File: src/rtl/vga_fb_arbiter.sv
`default_nettype none
// +--------------------------------------------------------------------------+
// | vga_fb_arbiter: single-port framebuffer scheduler. Display reads win,    |
// | then the bulk-clear engine, then the req/ack image-processing write port.|
// | Revision: 1.0                                                            |
// +--------------------------------------------------------------------------+
module vga_fb_arbiter #(
    parameter int         IMG_W    = 160,
    parameter int         IMG_H    = 120,
    parameter int         X_OFF    = 240,
    parameter int         Y_OFF    = 180,
    parameter int         ADDR_W   = 15,
    parameter logic [7:0] BG_COLOR = 8'h00
) (
    input  logic              clock,
    input  logic              reset,
    input  logic [9:0]        pix_x,
    input  logic [9:0]        pix_y,
    input  logic              pix_active,
    output logic [7:0]        color_out,
    output logic [ADDR_W-1:0] mem_addr,
    output logic [7:0]        mem_wdata,
    output logic              mem_we,
    input  logic [7:0]        mem_rdata,
    input  logic              wr_req,
    input  logic [ADDR_W-1:0] wr_addr,
    input  logic [7:0]        wr_data,
    output logic              wr_ack,
    input  logic              clear_start,
    input  logic [7:0]        clear_value,
    output logic              clear_busy
);

    typedef enum logic [0:0] {
        ST_IDLE  = 1'b0,
        ST_CLEAR = 1'b1
    } state_t;

    localparam logic [ADDR_W-1:0] c_clr_last = ADDR_W'(IMG_W * IMG_H - 1);
    localparam logic [10:0]       c_x_lo     = 11'(X_OFF);
    localparam logic [10:0]       c_x_hi     = 11'(X_OFF + IMG_W);
    localparam logic [10:0]       c_y_lo     = 11'(Y_OFF);
    localparam logic [10:0]       c_y_hi     = 11'(Y_OFF + IMG_H);

    state_t              r_state;
    state_t              w_state_next;
    logic [ADDR_W-1:0]   r_clr_addr;
    logic [7:0]          r_clr_val;
    logic                r_win_d1;
    logic                r_win_d2;
    logic                w_in_win;
    logic [9:0]          w_rel_x;
    logic [9:0]          w_rel_y;
    logic [ADDR_W-1:0]   w_rd_addr;
    logic                w_clr_issue;
    logic                w_wr_grant;

    assign w_in_win = pix_active
                   && ({1'b0, pix_x} >= c_x_lo) && ({1'b0, pix_x} < c_x_hi)
                   && ({1'b0, pix_y} >= c_y_lo) && ({1'b0, pix_y} < c_y_hi);

    assign w_rel_x   = pix_x - 10'(X_OFF);
    assign w_rel_y   = pix_y - 10'(Y_OFF);
    assign w_rd_addr = ADDR_W'(32'(w_rel_y) * 32'(IMG_W) + 32'(w_rel_x));

    always_ff @(posedge clock) begin
        if (!reset) begin
            r_state <= ST_IDLE;
        end else begin
            r_state <= w_state_next;
        end
    end

    // Clear writes only happen in slots the display leaves free; a clear_start
    // in IDLE also blocks the write port so the clear begins first.
    always_comb begin
        w_state_next = r_state;
        w_clr_issue  = 1'b0;
        w_wr_grant   = 1'b0;
        case (r_state)
            ST_IDLE: begin
                if (clear_start) begin
                    w_state_next = ST_CLEAR;
                end
            end
            ST_CLEAR: begin
                if (!w_in_win) begin
                    w_clr_issue = 1'b1;
                    if (r_clr_addr == c_clr_last) begin
                        w_state_next = ST_IDLE;
                    end
                end
            end
            default: w_state_next = ST_IDLE;
        endcase
        w_wr_grant = !w_in_win && (r_state == ST_IDLE) && !clear_start
                  && wr_req && !wr_ack;
    end

    always_ff @(posedge clock) begin
        if (!reset) begin
            mem_addr   <= '0;
            mem_wdata  <= '0;
            mem_we     <= 1'b0;
            wr_ack     <= 1'b0;
            clear_busy <= 1'b0;
            color_out  <= '0;
            r_clr_addr <= '0;
            r_clr_val  <= '0;
            r_win_d1   <= 1'b0;
            r_win_d2   <= 1'b0;
        end else begin
            r_win_d1   <= w_in_win;
            r_win_d2   <= r_win_d1;
            color_out  <= r_win_d2 ? mem_rdata : BG_COLOR;
            // Stays high through the cycle of the final clear write.
            clear_busy <= (r_state == ST_CLEAR) || (w_state_next == ST_CLEAR);
            mem_we     <= 1'b0;
            wr_ack     <= 1'b0;

            if (r_state == ST_IDLE && clear_start) begin
                r_clr_val  <= clear_value;
                r_clr_addr <= '0;
            end

            if (w_in_win) begin
                mem_addr <= w_rd_addr;
            end else if (w_clr_issue) begin
                mem_addr   <= r_clr_addr;
                mem_wdata  <= r_clr_val;
                mem_we     <= 1'b1;
                r_clr_addr <= r_clr_addr + ADDR_W'(1);
            end else if (w_wr_grant) begin
                mem_addr  <= wr_addr;
                mem_wdata <= wr_data;
                mem_we    <= 1'b1;
                wr_ack    <= 1'b1;
            end
        end
    end

endmodule
`default_nettype wire

File: config.mk
export PLATFORM = sky130hd
export DESIGN_NAME = vga_fb_arbiter
export DESIGN_NICKNAME = d
export VERILOG_FILES = /design/src/rtl/vga_fb_arbiter.sv
export SDC_FILE = /design/constraint.sdc
export NUM_CORES = 1
export LEC_CHECK = 0
export ABC_AREA = 1
export CORE_MARGIN = 1
export CORE_UTILIZATION = 49
export DETAILED_ROUTE_END_ITERATION = 10
export MAX_ROUTING_LAYER = met4
export PLACE_DENSITY = 0.81
export SYNTH_ARGS = -nofsm -noshare
export SYNTH_HDL_FRONTEND = slang
export SYNTH_SLANG_ARGS = --single-unit
File: constraint.sdc
create_clock -name clock -period 3.75 [get_ports clock]
set_input_delay 0.375 -clock clock [delete_from_list [all_inputs] [get_ports clock]]
set_output_delay 0.375 -clock clock [all_outputs]
set_load 0.02 [all_outputs]
After elaboration in Yosys (flattened, before gate mapping)
Index checks and enable logic that the tools add are counted.
{"block": "totals", "reg_bits": 60, "output_inout_bits": 34, "elab_cells": 59}
{"block": "classes", "add_sub_neg": 4, "n_mul": 1, "n_lt_le_gt_ge": 4, "eq_ne": 1, "muxes": 16, "n_bitwise": 3, "reduce_logical": 19}
{"cell": "15-bit two-way mux", "count": 6}
{"cell": "10-bit by 8-bit greater-or-equal comparator with 1-bit output (second input constant)", "count": 2}
{"cell": "10-bit by 9-bit < comparator with 1-bit output (second input constant)", "count": 2}
{"cell": "10-bit by 8-bit subtractor with 10-bit output (second input constant)", "count": 2}
{"cell": "8-bit two-way mux", "count": 2}
{"cell": "15-bit by 1-bit adder with 15-bit output (second input constant)", "count": 1}
{"cell": "15-bit by 10-bit adder with 15-bit output", "count": 1}
{"cell": "15-bit == test (second input constant)", "count": 1}
{"cell": "10-bit by 3-bit multiplier with 10-bit output (second input constant)", "count": 1}
{"cell": "1-bit logical AND", "count": 9}
{"cell": "1-bit two-way mux", "count": 7}
{"cell": "2-bit AND reduction", "count": 2}
{"cell": "1-bit zero test", "count": 3}
{"cell": "1-bit inverter", "count": 3}
{"cell": "3-bit nonzero test", "count": 1}
{"cell": "3-bit OR reduction", "count": 1}
{"cell": "1-bit one-hot mux with 2 select lines", "count": 1}
{"cell": "2-bit nonzero test", "count": 1}
{"cell": "2-bit OR reduction", "count": 1}
{"cell": "1-bit logical OR", "count": 1}

Longest topological paths before layout
{"block": "depth", "word_depth": 13, "depth_mapped": 21, "mapped_depth_nobuf": 21}

Least setup slack after synthesis
Ideal clock, no wire load.
{"block": "synth_timing", "kind": "input -> register", "from": "input port pix_y[2]", "to": "register mem_addr[14]", "setup_ps": 119, "t_arrival_ps": 2831, "t_required_ps": 3631, "slack_ps": 800, "path_stages": 18, "path_buffers": 0, "cell_sequence": "inv_1 -> ha_1 -> inv_1 -> ha_1 -> ha_1 -> inv_1 -> fa_1 -> inv_1 -> ha_1 -> nand2_1 -> nor3_1 -> nor2_1 -> nor2_1 -> nand3_1 -> nor2_1 -> nand3_1 -> nand3_1 -> a21oi_1"}
{"block": "synth_between", "elab_chain_cells": 9}
{"item": "start, declared", "line": "18", "rtl": "input logic [9:0] pix_y,"}
{"item": "branches (longest 9 deep; another with 15-bit by 10-bit adder with 15-bit output)"}
{"item": "end signal, assigned", "line": "127", "rtl": "mem_addr <= w_rd_addr;"}
{"item": "end signal, assigned", "line": "129", "rtl": "mem_addr <= r_clr_addr;"}
{"item": "end signal, assigned", "line": "134", "rtl": "mem_addr <= wr_addr;"}
{"item": "end, declared", "line": "21", "rtl": "output logic [ADDR_W-1:0] mem_addr,"}
Several ways; the timed one is not identified.
A chain may end at the register's enable or synchronous reset.

Worst setup path in the final report
{"block": "layout_timing", "from": "input port pix_y[3]", "to": "register mem_addr[14]"}
Same word-level chain as after synthesis.

==> results.ini <==
[status]
status = finished, final reports clean

[cells_and_area]
utilization_pct = 67.4
finalNonFillerCells = 739
nFillCells = 652
drive_gt1_share_pct = 5.78
area_growth_syn_to_layout_pct = 32.5
antenna_cells = 0
final_nets = 725

[route]
top_layer_used = met4
vias_per_cell = 5.09
drt.antenna.violating_nets = 0
wirelength_um = 9380
drt_iter0_drc = 117
firstDrtPassIters = 5
wirelength_met1_um = 4130
vias = 3765
wire_per_inst_um = 12.7
drc = 0
dr_wl_met3_um = 365
wl_met2_um = 4720

[cts]
post_cts_buffers = 0
holdBufCountCts = 0
tritoncts = done
worstSkewPairLatency_ns = 0.34
clk_pin_slew_ns = 0.07
cts_buffer_depth = 2
cts_root_buf = clkbuf_8
clock-sinks = 60
ctsHtreeMaxLevel = 3
numCtsBuffers = 9
ctsResizeCount = 0

[worst_setup_path]
cp_max_fo = 4
required_ns = 4.02
worstSetupPathType = input pin to register
worst_setup_path_start_kind = input pin
worstSetupEndpointType = register
cp.arrival_ns = 3.67

[logic_synthesis]
yosys_warnings = 0
synth_top_area_share_pct = 32.4
synth_most_common_cell = nand2_1
synthTopCellsByArea = dfxtp_1, nand2_1, ha_1
async_reset_ff_share_pct = 0
synth_area_per_cell_um2 = 6.87
syn-num-nets = 630
synth_edf_count = 0
yosys.area.top_type = dfxtp_1
syn_area_um2 = 3710
syn-instance-count = 540
yosys-top-cells-count = nand2_1, inv_1, dfxtp_1
yosysSeqAreaShare_pct = 32.4
synth_cell_types = 39
synth-seq-cells = 60
yosys_most_used_dff = dfxtp_1

[die]
io_pins = 98
die_area_um2 = 7930
dieWidth_um = 89.0
core.rowCount = 31
core_um2 = 7290
die_h_um = 89.0
start_util_pct = 50.9

[sta]
hold_viol = 0
skew_ns = 0.00890
max_freq_ghz = 0.294
period_needed_ns = 3.40
max-slew-margin-rel_pct = 57.7
fin_worst_hold_slack_ns = 0.416
tns_ns = 0
worstMarginPinSlew_ns = 0.634
maxSlewViolCount = 0
final-setup-viol-count = 0
grt_setup_unrepaired = false
finalCritPeriodShare_pct = 90.7

[power_and_ir_drop]
p_switching_w = 0.000581
seqPwrFrac_pct = 38.5
pwr-share-clk_pct = 30.8
swShare_pct = 32.2
finalPower_w = 0.00180
p_leak_nw = 2.25
combPwrFrac_pct = 30.7
pwr_density_cell_nw_per_um2 = 367
peakVddDrop_mv = 0.260
intPower_w = 0.00122

[hold_path]
hold_class = register to register

[global_routing]
grt_max_degree = 34
grt_pass1_vias = 3600
grt_overflow = 0
antenna_found_initial = 0
grt_pass1_wl_um = 15300
grt_use_total_pct = 25.5

[placement]
gp_congestion = 0.950
post-place-cells = 723
dpl.hpwl_um = 7170
portBuffers = 97

[job]
max_cap_violations = 0

-- sequential cells by signal, indices dropped and copies added (netlist names) --
| register | count |
|---|---|
| wr_ack | 1 |
| clear_busy | 1 |
| r_win_d2 | 1 |
| mem_we | 1 |
| r_win_d1 | 1 |
| mem_wdata | 8 |
| r_clr_addr | 15 |
| r_state | 1 |
| mem_addr | 15 |
| r_clr_val | 8 |
| color_out | 8 |
-- power by group through the flow --
| stage | combinational (W) | sequential, W | clock, W |
|---|---|---|---|
| 5_1_grt | 0.000624 | 0.000697 | 0.000594 |
| 2_1_floorplan | 0.000330 | 0.000734 | 0 |
| 3_3_place_gp | 0.000536 | 0.000707 | 0 |
| 4_1_cts | 0.000553 | 0.000694 | 0.000570 |
| 3_5_place_dp | 0.000549 | 0.000707 | 0 |
| 6_report | 0.000554 | 0.000694 | 0.000556 |
-- layer usage --
layer	up-vias	GRT usage [%]
li1	1928	-
met4	0	8.23
met3	18	5.08
met2	75	44.3
met5	-	-
met1	1744	29.8
-- layout by cell type, fill, tap and decap left out, types with 7 or more instances in the layout --
cell	n
nand2_1	109
ha_1	24
nor2_1	58
clkdlybuf4s50_1	97
a21oi_1	33
xnor2_1	7
nand3_1	43
xor2_1	14
clkbuf_8	9
dfxtp_1	60
o21ai_0	48
inv_1	74
-- per-stage QoR --
step | cell area [µm²] | setup WS, ns
2_1_floorplan | 3710 | 0.800
3_5_place_dp | 4720 | 0.00982
5_1_grt | 4920 | 0.0163
3_3_place_gp | 4720 | 0.155
6_report | 4920 | 0.350
4_1_cts | 4920 | 0.356
-- layout make-up --
| cell class | count | area (µm²) | area share [%] |
|---|---|---|---|
| Clock buffer | 10 | 128 | 2.60 |
| Clock inverter | 6 | 65.1 | 1.32 |
| Inverter | 80 | 303 | 6.16 |
| Multi-Input combinational cell | 384 | 2100 | 42.8 |
| Sequential cell | 60 | 1200 | 24.4 |
| Tap cell | 99 | 124 | 2.52 |
| Timing Repair Buffer | 100 | 993 | 20.2 |
-- cells by family after synthesis --
logic type / share of synthesized area, %
simple gates: 27.9
compound gates: 14.6
buf+inv: 11.0
flops: 32.4
fa+ha+maj: 9.17
xor+xnor: 4.95
-- final timing paths --
check                           startpoint       endpoint  slack [ns]  cells past startpoint
worst max-delay path              pix_y[3]   mem_addr[14]        0.35                     20
worst min-delay path              r_win_d1       r_win_d2        0.42                      2
worst max register to register     r_state  r_clr_addr[5]        1.37                      6
worst min register to register    r_win_d1       r_win_d2        0.42                      2
-- worst max-delay path: stages --
cell and delay [ns]:
clkdlybuf4s50_1 0.50, inv_1 0.09, ha_1 0.27, inv_1 0.05, ha_1 0.27, ha_1 0.17, inv_1 0.06, fa_1 0.49
inv_1 0.05, ha_1 0.34, nand2_1 0.08, nor3_1 0.15, nor2_1 0.09, nor2_1 0.14, nand3_1 0.12, nor2_1 0.14
inv_1 0.05, nand2_1 0.06, nand3_1 0.06, a21oi_1 0.12
Power figures use the tool's default switching activity.
